===== src/rtl/periph_link_pkg.sv =====
// periph_link_pkg: shared FSM states, line levels and parity helper for the periphery return link
package periph_link_pkg;
  typedef enum logic [2:0] {IDLE, START, DATA, PARITY, STOP} state_e;
  localparam logic IDLE_LEVEL = 1'b1;
  localparam logic START_LEVEL = 1'b0;
  localparam logic STOP_LEVEL = 1'b1;
  localparam logic PARITY_ODD = 1'b1;
  localparam int MAX_IN = 16;
  function automatic logic odd_parity(input logic [MAX_IN-1:0] v);
    return PARITY_ODD ^ (^v);
  endfunction
endpackage


===== src/rtl/input_debounce.sv =====
// input_debounce: two-flop synchroniser plus run-length debounce for one periphery pin
module input_debounce #(
  parameter int DEB_CYCLES = 16
) (
  input  logic clk,
  input  logic rst,
  input  logic raw_in,
  output logic deb_out
);
  localparam int CW = $clog2(DEB_CYCLES + 1);
  logic sync1_q, sync2_q, deb_q, deb_d, diff, done;
  logic [CW-1:0] cnt_q, cnt_d;
  assign diff = sync2_q != deb_q;
  assign done = cnt_q == CW'(DEB_CYCLES - 1);
  assign deb_out = deb_q;
  // a new level is accepted only after DEB_CYCLES consecutive differing samples
  always_comb begin
    deb_d = (diff && done) ? sync2_q : deb_q;
    cnt_d = (diff && !done) ? cnt_q + 1'b1 : '0;
  end
  // synchroniser chain and debounce state
  always_ff @(posedge clk or posedge rst) begin
    if (rst) begin
      sync1_q <= 1'b0;
      sync2_q <= 1'b0;
      deb_q <= 1'b0;
      cnt_q <= '0;
    end else begin
      sync1_q <= raw_in;
      sync2_q <= sync1_q;
      deb_q <= deb_d;
      cnt_q <= cnt_d;
    end
  end
endmodule


===== src/rtl/periph_return_tx.sv =====
// periph_return_tx: debounces periphery pins and reports each accepted change as a UART-style frame
module periph_return_tx
  import periph_link_pkg::*;
#(
  parameter int N_IN = 8,
  parameter int DEB_CYCLES = 16,
  parameter int BIT_DIV = 8
) (
  input  logic            clk,
  input  logic            rst,
  input  logic [N_IN-1:0] periph_in,
  input  logic            tx_enable,
  output logic            tx_line,
  output logic            busy,
  output logic [7:0]      frame_cnt,
  output logic [N_IN-1:0] deb_value
);
  localparam int CW = $clog2(BIT_DIV);
  localparam int IW = N_IN > 1 ? $clog2(N_IN) : 1;
  state_e state_q, state_d;
  logic [CW-1:0] cnt_q, cnt_d;
  logic [IW-1:0] idx_q, idx_d;
  logic [N_IN-1:0] shift_q, shift_d, last_q, last_d, shift_nx;
  logic tx_q, tx_d, busy_q, busy_d, bit_end, last_bit;
  logic [7:0] fcnt_q, fcnt_d;
  genvar i;
  generate
    for (i = 0; i < N_IN; i++) begin : g_deb
      input_debounce #(.DEB_CYCLES(DEB_CYCLES)) u_deb (
        .clk(clk), .rst(rst), .raw_in(periph_in[i]), .deb_out(deb_value[i])
      );
    end
  endgenerate
  assign tx_line = tx_q;
  assign busy = busy_q;
  assign frame_cnt = fcnt_q;
  assign bit_end = cnt_q == CW'(BIT_DIV - 1);
  assign last_bit = idx_q == IW'(N_IN - 1);
  assign shift_nx = shift_q >> 1;
  // frame sequencing: next state and next line level are decided together so tx_line is registered
  always_comb begin
    state_d = state_q;
    cnt_d = cnt_q;
    idx_d = idx_q;
    shift_d = shift_q;
    last_d = last_q;
    tx_d = tx_q;
    busy_d = busy_q;
    fcnt_d = fcnt_q;
    if (state_q == IDLE) begin
      if (tx_enable && deb_value != last_q) begin
        state_d = START;
        shift_d = deb_value;
        last_d = deb_value;
        tx_d = START_LEVEL;
        busy_d = 1'b1;
        cnt_d = '0;
      end
    end else begin
      cnt_d = bit_end ? '0 : cnt_q + 1'b1;
      if (bit_end) begin
        case (state_q)
          START: begin
            state_d = DATA;
            idx_d = '0;
            tx_d = shift_q[0];
          end
          DATA: begin
            state_d = last_bit ? PARITY : DATA;
            idx_d = last_bit ? idx_q : idx_q + 1'b1;
            shift_d = shift_nx;
            tx_d = last_bit ? odd_parity(MAX_IN'(last_q)) : shift_nx[0];
          end
          PARITY: begin
            state_d = STOP;
            tx_d = STOP_LEVEL;
          end
          STOP: begin
            state_d = IDLE;
            tx_d = IDLE_LEVEL;
            busy_d = 1'b0;
            fcnt_d = fcnt_q + 8'd1;
          end
          default: state_d = IDLE;
        endcase
      end
    end
  end
  // FSM and output registers
  always_ff @(posedge clk or posedge rst) begin
    if (rst) begin
      state_q <= IDLE;
      cnt_q <= '0;
      idx_q <= '0;
      shift_q <= '0;
      last_q <= '0;
      tx_q <= IDLE_LEVEL;
      busy_q <= 1'b0;
      fcnt_q <= '0;
    end else begin
      state_q <= state_d;
      cnt_q <= cnt_d;
      idx_q <= idx_d;
      shift_q <= shift_d;
      last_q <= last_d;
      tx_q <= tx_d;
      busy_q <= busy_d;
      fcnt_q <= fcnt_d;
    end
  end
endmodule


===== config.mk =====
export PLATFORM = sky130hd
export DESIGN_NAME = periph_return_tx
export DESIGN_NICKNAME = d
export VERILOG_FILES = /design/src/rtl/periph_link_pkg.sv /design/src/rtl/input_debounce.sv /design/src/rtl/periph_return_tx.sv
export SDC_FILE = /design/constraint.sdc
export NUM_CORES = 1
export LEC_CHECK = 0
export BUFFER_PORTS_ARGS = -buffer_cell sky130_fd_sc_hd__buf_2
export CORE_MARGIN = 2
export CORE_UTILIZATION = 50
export CTS_CLUSTER_SIZE = 10
export DETAILED_ROUTE_END_ITERATION = 16
export PLACE_DENSITY = 0.68
export SLEW_MARGIN = 20
export SYNTH_ARGS = -nofsm -noshare
export SYNTH_HDL_FRONTEND = slang
export SYNTH_SLANG_ARGS = --single-unit

===== constraint.sdc =====
create_clock -name clk -period 4.8 [get_ports clk]
set_input_delay 0 -clock clk [delete_from_list [all_inputs] [get_ports clk]]
set_output_delay 0 -clock clk [all_outputs]
set_load 0.01 [all_outputs]

Word level (Yosys, flattened, before mapping)
Cells that the tools add are included.
W data, S select, Z words.
- register bits: 99
- input bits: 11
- output and inout port bits: 18
- logic and storage cells: 149
- $add $sub $neg: 11
- eq/ne operators: 25
- mux-type cells: 31
- bitwise logic cells: 2
- reductions and logical operators: 40
- operator list (operator ; number):
    $add A5 B1 Y5 const B ; 8
    $eq A5 B4 Y1 const B ; 8
    $mux W5 ; 8
    $mux W8 ; 4
    $mux W3 ; 7
    $logic_and A1 B1 Y1 ; 17
    $reduce_xor A16 Y1 ; 1
    $reduce_and A3 Y1 ; 4
    $eq A3 B3 Y1 const B ; 3
    $mux W1 ; 9
    $pmux W3 S3 ; 1
    $add A8 B1 Y8 const B ; 1
    $logic_not A1 Y1 ; 8
    $ne A1 B1 Y1 ; 8
    $ne A8 B8 Y1 ; 1
    $reduce_bool A2 Y1 ; 4
    $add A3 B1 Y3 const B ; 2
    $eq A3 B2 Y1 const B ; 2
    $pmux W3 S2 ; 1
    $reduce_and A2 Y1 ; 2
    $reduce_and A4 Y1 ; 1
    $reduce_bool A4 Y1 ; 1
    $eq A3 B1 Y1 const B ; 1
    $logic_not A3 Y1 ; 1
    5 further kinds ; 6

Logic depth before layout (Yosys ltp)
Gate-level depths: netlist (run 1).
- depth in word-level cells: 6
- depth in mapped cells: 9

Cells and area by module
Synthesis (run 1) repeated with hierarchy kept, for this count alone.
- cell total of the unflattened synthesis: 364
- area total of the unflattened synthesis: 4413.0 um2
- by module, submodules not included (module ; instances ; cells each ; area an instance (um2) ; sequential area each (um2)):
    input_debounce ; 8 ; 24 ; 324.1 ; 200.2
    periph_return_tx ; 1 ; 172 ; 1820.5 ; 877.1

Least setup slack after synthesis (run 1)
OpenSTA, ideal clock, no wires.
- kind: register to register
- start point: register state_q[2]
- end point: register shift_q[0]
- arrival time: 1.754 ns
- data required time: 4.675 ns
- setup slack: 2.921 ns
- cell stages (with the launch flop): 8
- path through: dfrtp_1 -> buf_6 -> or2_1 -> buf_6 -> nor2_8 -> nor2_4 -> a211oi_4 -> mux2_2
- cells in the longest elaborated chain, start to end: 3
- RTL lines (element ; RTL line ; RTL):
    start, declared ; periph_return_tx.sv:20 ; state_e state_q, state_d;
    start signal, assigned ; periph_return_tx.sv:101 ; state_q <= state_d;
    $eq A3 B2 Y1 or $logic_not A3 Y1 (tied branches) ; periph_return_tx.sv:62, periph_return_tx.sv:50 ;
    $reduce_bool A2 Y1 (no source line) or $ne A2 B1 Y1 (tied branches) ; - ;
    $reduce_and A3 Y1 (no source line) ; - ;
    end signal, assigned ; periph_return_tx.sv:104 ; shift_q <= shift_d;
    end, declared ; periph_return_tx.sv:23 ; logic [N_IN-1:0] shift_q, shift_d, last_q, last_d, shift_nx;
Parallel ways exist; a longest one is shown, timed or not.
A chain may end at the register's enable or synchronous reset.

Worst setup path after layout (run 1)
- start point: register cnt_q[0]
- end point: register fcnt_q[7] (netlist: frame_cnt[7])
- cells in the longest elaborated chain, start to end: 2
- RTL lines (element ; RTL line ; RTL):
    start, declared ; periph_return_tx.sv:21 ; logic [CW-1:0] cnt_q, cnt_d;
    start signal, assigned ; periph_return_tx.sv:102 ; cnt_q <= cnt_d;
    $eq A3 B3 Y1 ; periph_return_tx.sv:37 ; assign bit_end = cnt_q == CW'(BIT_DIV - 1);
    $reduce_and A3 Y1 (no source line) ; - ;
    end signal, assigned ; periph_return_tx.sv:108 ; fcnt_q <= fcnt_d;
    end, declared ; periph_return_tx.sv:25 ; logic [7:0] fcnt_q, fcnt_d;
Every way passes these cells.

==> results.tsv, run 1 <==
metric	value	unit
site row count	34	
Clock Path Buffers	2	
top cell type's share of synthesized area	0.563	
# nets final	438	
RSZ-0062 raised after global routing	false	
Clk pwr share	0.367	
TritonCTS buffer count	9	
internal power	1.15	mW
crit-path max FO	10	
Die ar.	0.00947	mm2
final WL	6.42	mm
Worst Hold Launch	tx_enable	
MaxCap Viol Count	0	
FF-to-FF End	frame_cnt[7]	
Max Slew Vio Count	0	
wire per inst	12.4	um
Setup CP Type	flip-flop to flip-flop	
CP endpoint kind	flip-flop	
power share of the combinational group	0.042	
slew of the pin with the lowest slew margin	1.02	ns
NetSw	0.320	mW
post-DP HPWL	4.48	mm
I/O pin cnt	29	
# DRC	0	
total negative slack	0	ns
startpoint types	flip-flop	
worst r2r src	cnt_q[0]	
GPL Wtd Cong	0.766	
die span in y	97.3	um
total track usage	0.153	
pre-CTS setup slack	2.13	ns
Area Growth Syn to Fin	11.0	%
Via density	4.95	
HP Class	input pin to flip-flop	
initial antenna violation count	0	
Crit path max-delay family	simple AND/OR/NAND/NOR gates	
Via Count	2567	
Final Setup Violations	0	
Fillers	747	
pwr dens	305	mW/mm2
DRT antenna net count	0	
most frequent cells in the layout	dfrtp_1 (98), nor2_1 (46), nand2_1 (31)	
pin count of the biggest net entering global routing	55	
Crit path arrival time	2.87	ns
Crit path top cell by count	ha_1	
layout cells sized above 1	0.180	
ANT cells	0	
CTS tree	built	
yosys warns	0	
vias in the first global route	2606	
synthesized instance count	371	
Post-Synthesis Mean Instance Area	11.7	um2
Worst-Skew Late Latency	0.36	ns
Final Skew	0.0108	ns
Die W	97.3	um
Fin. Hold Viols	0	
starting density of the core	0.507	
PnR worst setup slack	2.18	ns
Worst Path Required	5.05	ns
H-Tree Depth	3	
status	completed	
cell area after synthesis	0.00435	mm2
Hold Path Depth	4	
CTS-repair resized insts	0	
Seq cells post-synth	99	
CTS Sinks	99	
FF-to-FF path depth	7	
core area	0.00859	mm2
Worst Path Buf+Inv	0	
Peak VDD IR	0.205	mV
synth unique cells	39	
sw frac	0.217	
WP depth	7	
sequential power share	0.591	
period utilisation layout	0.546	
worst path cell trace	ha_1, ha_1, nor4bb_1, nand4_1, nor2_1, nand3_1, xnor2_1	
area leader, netlist	dfrtp_1	
Slowest Stage Delay on Critical Path	0.93	ns
Fmax	382	MHz
global-route wire length before repair	11.6	mm
Post-Syn Nets	403	
DR iter-0 viols	97	
most common cell after layout, fill and taps aside	dfrtp_1	
slowest CP cell	nor4bb_1	
DR pass1 iterations	4	
Buffers on Ports	28	
Static Leak	2.40	nW
Hold Path Sink	last_q[7]	
Max-slew headroom	0.309	
shortest period the worst path allows	2.62	ns
FF-to-FF setup slack	2.18	ns
sequential area share after synthesis	0.569	
Synth area leaders	dfrtp_1 (56%), mux2_2 (6.7%), ha_1 (6.0%)	
CTS root buf	clkbuf_8	
Clock transition at path regs	0.09	ns
total congestion overflow	0	
## metal layers
| metal | wire length [um] | part of all wire | GRT usage | up-vias |
|---|---|---|---|---|
| met5 | 0 | 0 | 0 | - |
| met4 | 109 | 0.017 | 0.0673 | 0 |
| met3 | 179 | 0.028 | 0.0338 | 11 |
| met2 | 3150 | 0.49 | 0.245 | 29 |
| met1 | 2980 | 0.46 | 0.202 | 1242 |
| li1 | - | - | - | 1285 |
## Yosys cell counts, drive strengths merged
cell type  number
nor3            3
dfrtp          98
nand2b          9
mux2           26
buf            13
a21oi           1
xnor2          26
o22ai           2
o31ai           1
clkbuf          1
nor4bb          1
o21a            1
nor2b           1
nor2           48
mux2i           1
or2             1
inv            21
a41oi           1
nand4           5
ha             21
nand3           9
a222oi          1
a22o            2
and3           10
xor2           20
nand2          31
o21ai          10
dfstp           1
a22oi           1
clkinv          1
a221oi          1
or3             1
o221ai          1
a211oi          1
## worst max path at each step
stage                   from           end  slack [ns]
finish              cnt_q[0]  frame_cnt[7]        2.18
global route        cnt_q[0]  frame_cnt[7]        1.89
CTS                 cnt_q[0]  frame_cnt[7]        2.13
detailed placement  cnt_q[0]  frame_cnt[7]        2.13
global placement    cnt_q[0]  frame_cnt[7]        2.25
floorplan                rst          busy        2.21
## logic make-up (layout without fill, tap and decap cells)
logic type / Yosys count / in the layout / share of synthesized area
xor+xnor: 46 / 46 / 0.0926
fa+ha+maj: 21 / 21 / 0.0604
mux: 27 / 27 / 0.0696
simple gates: 119 / 119 / 0.128
flops: 99 / 99 / 0.569
buf+inv: 36 / 76 / 0.0420
compound gates: 23 / 23 / 0.0377
## sequential cells by signal (all words and copies together), names as in the netlist
signal,count
busy,1
g_deb.u_deb.sync1_q,8
frame_cnt,8
g_deb.u_deb.sync2_q,8
g_deb.u_deb.deb_out,8
tx_line,1
state_q,3
idx_q,3
g_deb.u_deb.cnt_q,40
shift_q,8
last_q,8
cnt_q,3
## power groups by stage
| stage | clock network (mW) | registers (mW) | logic (mW) |
|---|---|---|---|
| final | 0.540 | 0.871 | 0.0621 |
| after global routing | 0.591 | 0.875 | 0.0761 |
| after CTS | 0.560 | 0.871 | 0.0650 |
| after detailed placement | 0 | 0.888 | 0.0593 |
| after global placement | 0 | 0.886 | 0.0566 |
| after floorplan | 0 | 0.884 | 0.0435 |
## final cells by class
cell class | count | area, um2 | share of cell area
flip-flops and latches | 99 | 2480 | 0.513
multi-input cells | 236 | 1690 | 0.350
repair buffers | 38 | 238 | 0.0492
clock buffers | 13 | 159 | 0.0329
well taps | 108 | 135 | 0.0280
inverters | 22 | 85.1 | 0.0176
clock inverters | 3 | 46.3 | 0.00958
## per-stage QoR
stage	cell area [um2]	hold WS (ns)	power, mW	utilization	instances
floorplan	4350	0.0314	0.928	-	371
detailed placement	4540	0.0965	0.947	0.528	494
CTS	4830	0.159	1.50	0.562	519
global placement	4540	0.0933	0.943	0.528	494
global route	4830	0.211	1.54	0.562	519
finish	4830	0.177	1.47	0.562	519
## tightest hold or removal path: stages
cell and delay (ns):
buf_2 0.12, o21ai_0 0.19, o21ai_0 0.11, o21ai_0 0.08
## what timing repair did
action	in CTS	in global routing
hold endpoints to repair	53	0
buffers inserted	0	0
hold buffers	9	0
endpoints found under the setup margin	0	0
Power figures use the tool's default switching activity.
==> inputs of run 2 (changes only) <==
--- a/config.mk
+++ b/config.mk
@@ -5,12 +5,13 @@
 export SDC_FILE = /design/constraint.sdc
 export NUM_CORES = 1
 export LEC_CHECK = 0
+export ABC_AREA = 1
 export BUFFER_PORTS_ARGS = -buffer_cell sky130_fd_sc_hd__buf_2
 export CORE_MARGIN = 2
 export CORE_UTILIZATION = 50
 export CTS_CLUSTER_SIZE = 10
 export DETAILED_ROUTE_END_ITERATION = 16
-export PLACE_DENSITY = 0.68
+export PLACE_DENSITY = 0.7
 export SLEW_MARGIN = 20
 export SYNTH_ARGS = -nofsm -noshare
 export SYNTH_HDL_FRONTEND = slang
==> constraint.sdc (replaced) <==
create_clock -name clk -period 2.35 [get_ports clk]
set_input_delay 0 -clock clk [delete_from_list [all_inputs] [get_ports clk]]
set_output_delay 0 -clock clk [all_outputs]
set_load 0.01 [all_outputs]
==> run 2 against run 1 <==
Compared with the run above:
- count of clock-buffer cells in the layout fell by 2
- die area rose by 2.9%
- first-iteration DRC count increased by 60%
- critical endpoint is now frame_cnt[6]
- area after synthesis grew 3.0%
- sequential share of layout area fell by 1.8 points
- utilization increased by 1.2 points
- critical path type unchanged
- cell area grew 3.6%
- setup slack worse by 1.5 ns
- largest cell class unchanged
==> results.tsv, run 2 <==
metric	value	unit	change
status	completed		unchanged
Area Growth Syn to Fin	11.7	%	was 11.0%
layout cells sized above 1	0.158		was 0.180
Final Skew	0.00788	ns	was 0.0108 ns
Hold Path Depth	2		was 4
# nets final	545		was 438
DRT antenna net count	0		unchanged
most flop-heavy register	g_deb.u_deb.cnt_q		unchanged
area leader, netlist	dfrtp_1		unchanged
period utilisation layout	0.697		was 0.546
H-Tree Depth	3		unchanged
vias in the first global route	3077		was 2606
Fmax	611	MHz	was 382 MHz
sequential area share after synthesis	0.553		was 0.569
Fillers	755		was 747
initial antenna violation count	0		unchanged
NetSw	1.19	mW	was 0.320 mW
ys async rst share	1.00		unchanged
Worst Path Buf+Inv	2		was 0
Crit path max-delay family	simple AND/OR/NAND/NOR gates		unchanged
total negative slack	0	ns	unchanged
post-DP HPWL	5.22	mm	was 4.48 mm
internal power	2.75	mW	was 1.15 mW
# DRC	0		unchanged
most frequent cell after synthesis	nand2_1		was dfrtp_1
DR iter-0 viols	155		was 97
Worst Path Required	2.63	ns	was 5.05 ns
max reg flops	40		unchanged
Max Slew Vio Count	0		unchanged
FF-to-FF path depth	9		was 7
CTS tree	built		unchanged
starting density of the core	0.514		was 0.507
Buffers on Ports	28		unchanged
CTS-repair resized insts	0		unchanged
core area	0.00872	mm2	was 0.00859 mm2
Clock transition at path regs	0.09	ns	about the same
Crit path top cell by count	ha_1		unchanged
Post-Synthesis Mean Instance Area	9.46	um2	was 11.7 um2
wire per inst	11.6	um	was 12.4 um
I/O pin cnt	29		unchanged
CTS Sinks	99		unchanged
RSZ-0062 raised after global routing	false		unchanged
pwr dens	787	mW/mm2	was 305 mW/mm2
synthesized instance count	474		was 371
WP depth	9		was 7
cell area after synthesis	0.00448	mm2	was 0.00435 mm2
FF+latch area	0.00248	mm2	unchanged
Clk pwr share	0.293		was 0.367
ANT cells	0		unchanged
HP Class	input pin to flip-flop		unchanged
TritonCTS buffer count	9		unchanged
final WL	7.24	mm	was 6.42 mm
Peak VDD IR	0.335	mV	was 0.205 mV
Crit path arrival time	1.92	ns	was 2.87 ns
sequential power share	0.517		was 0.591
shortest period the worst path allows	1.64	ns	was 2.62 ns
Seq cells post-synth	99		unchanged
Die W	98.7	um	was 97.3 um
synth unique cells	29		was 39
crit-path max FO	4		was 10
MaxCap Viol Count	0		unchanged
startpoint types	flip-flop		unchanged
global-route wire length before repair	13.2	mm	was 11.6 mm
most common cell after layout, fill and taps aside	nand2_1		was dfrtp_1
total track usage	0.168		was 0.153
Via Count	3068		was 2567
Post-synth EDFFs	0		unchanged
site row count	34		unchanged
DR pass1 iterations	5		was 4
GPL Wtd Cong	0.847		was 0.766
most frequent cells in the layout	nand2_1 (115), dfrtp_1 (98), nor2_1 (52)		was dfrtp_1 (98), nor2_1 (46), nand2_1 (31)
yosys warns	0		unchanged
power share of the combinational group	0.191		was 0.042
die span in y	98.7	um	was 97.3 um
top cells by count, synth	nand2_1 (115), dfrtp_1 (98), nor2_1 (52), inv_1 (40), o21ai_0 (33)		was dfrtp_1 (98), nor2_1 (46), nand2_1 (31), mux2_2 (26), xnor2_1 (26)
total congestion overflow	0		unchanged
FF-to-FF setup slack	0.71	ns	was 2.18 ns
slowest CP cell	dfrtp_1		was nor4bb_1
Post-Syn Nets	506		was 403
pin count of the biggest net entering global routing	52		was 55
Final Setup Violations	0		unchanged
Clock Path Buffers	2		unchanged
worst path cell trace	ha_1, ha_1, inv_1, nor2_8, inv_2, nor2_4, nand3_2, nor2_2, xor2_1		was ha_1, ha_1, nor4bb_1, nand4_1, nor2_1, nand3_1, xnor2_1
Worst-Skew Late Latency	0.36	ns	about the same
Slowest Stage Delay on Critical Path	0.39	ns	was 0.93 ns
sw frac	0.302		was 0.217
Setup CP Type	flip-flop to flip-flop		unchanged
top cell type's share of synthesized area	0.547		was 0.563
Static Leak	2.43	nW	was 2.40 nW
top_reg_cell synth	dfrtp_1		unchanged
Multi-input gate area	0.00171	mm2	was 0.00169 mm2
Synth area leaders	dfrtp_1 (55%), nand2_1 (9.6%), ha_1 (5.9%)		was dfrtp_1 (56%), mux2_2 (6.7%), ha_1 (6.0%)
Max-slew headroom	0.491		was 0.309
Fin. Hold Viols	0		unchanged
slew of the pin with the lowest slew margin	0.761	ns	was 1.02 ns
Design Power	3.94	mW	was 1.47 mW
Die ar.	0.00974	mm2	was 0.00947 mm2
Via density	4.90		was 4.95
CTS root buf	clkbuf_8		unchanged
CP endpoint kind	flip-flop		unchanged
==> run 2: layout make-up <==
type,instances,share of cell area
clock buffers,11,0.0262
clock inverters,5,0.0155
inverters,53,0.0410
multi-input cells,310,0.342
flip-flops and latches,99,0.495
well taps,108,0.0270
repair buffers,40,0.0535
==> run 2: worst register-to-register path, cell delays in order, from the launching register on <==
cell and delay [ns]:
dfrtp_1 0.39, ha_1 0.16, ha_1 0.20, inv_1 0.12
nor2_8 0.16, inv_2 0.08, nor2_4 0.10, nand3_2 0.10
nor2_2 0.10, xor2_1 0.16
==> run 2: layer usage <==
metal	global-route usage	part of all wire
met1	0.219	0.46
met2	0.276	0.50
met3	0.0376	0.029
met4	0.0674	0.014
met5	0	0
==> run 2: stage by stage <==
stage                     cells  hold slack, ns  setup slack (ns)  instance area [um2]  utilization
final                       626           0.266             0.712                 5010        0.574
after global routing        626           0.258             0.502                 5010        0.574
after CTS                   626           0.249             0.691                 5010        0.574
after detailed placement    600           0.109             0.710                 4700        0.539
after global placement      600           0.107             0.815                 4700        0.539
after floorplan             474          0.0314             0.873                 4490            -
==> run 2: kinds of logic after synthesis <==
family          after synthesis  synth area share
buf+inv                      65            0.0656
simple gates                211             0.218
flops                        99             0.553
xor+xnor                     18            0.0352
compound gates               60            0.0701
fa+ha+maj                    21            0.0586
==> run 2: worst paths after layout <==
kind / startpoint / to
max: cnt_q[0] / frame_cnt[6]
min: periph_in[3] / g_deb[3].u_deb.sync1_q
max reg2reg: cnt_q[0] / frame_cnt[6]
min reg2reg: g_deb[2].u_deb.sync1_q / g_deb[2].u_deb.sync2_q
max in group asynchronous: rst / tx_line
min in group asynchronous: rst / g_deb[1].u_deb.sync2_q
==> run 2: repair_timing <==
action / in CTS / in global routing
buffers inserted: 0 / 0
hold buffers: 10 / 0
endpoints found under the hold margin: 42 / 0
==> run 2: power groups by stage <==
stage | logic (mW) | registers, mW | clock network, mW
floorplan | 0.605 | 2.04 | 0
global placement | 0.707 | 2.06 | 0
detailed placement | 0.743 | 2.07 | 0
CTS | 0.757 | 2.03 | 1.20
global route | 0.866 | 2.06 | 1.27
finish | 0.751 | 2.04 | 1.15
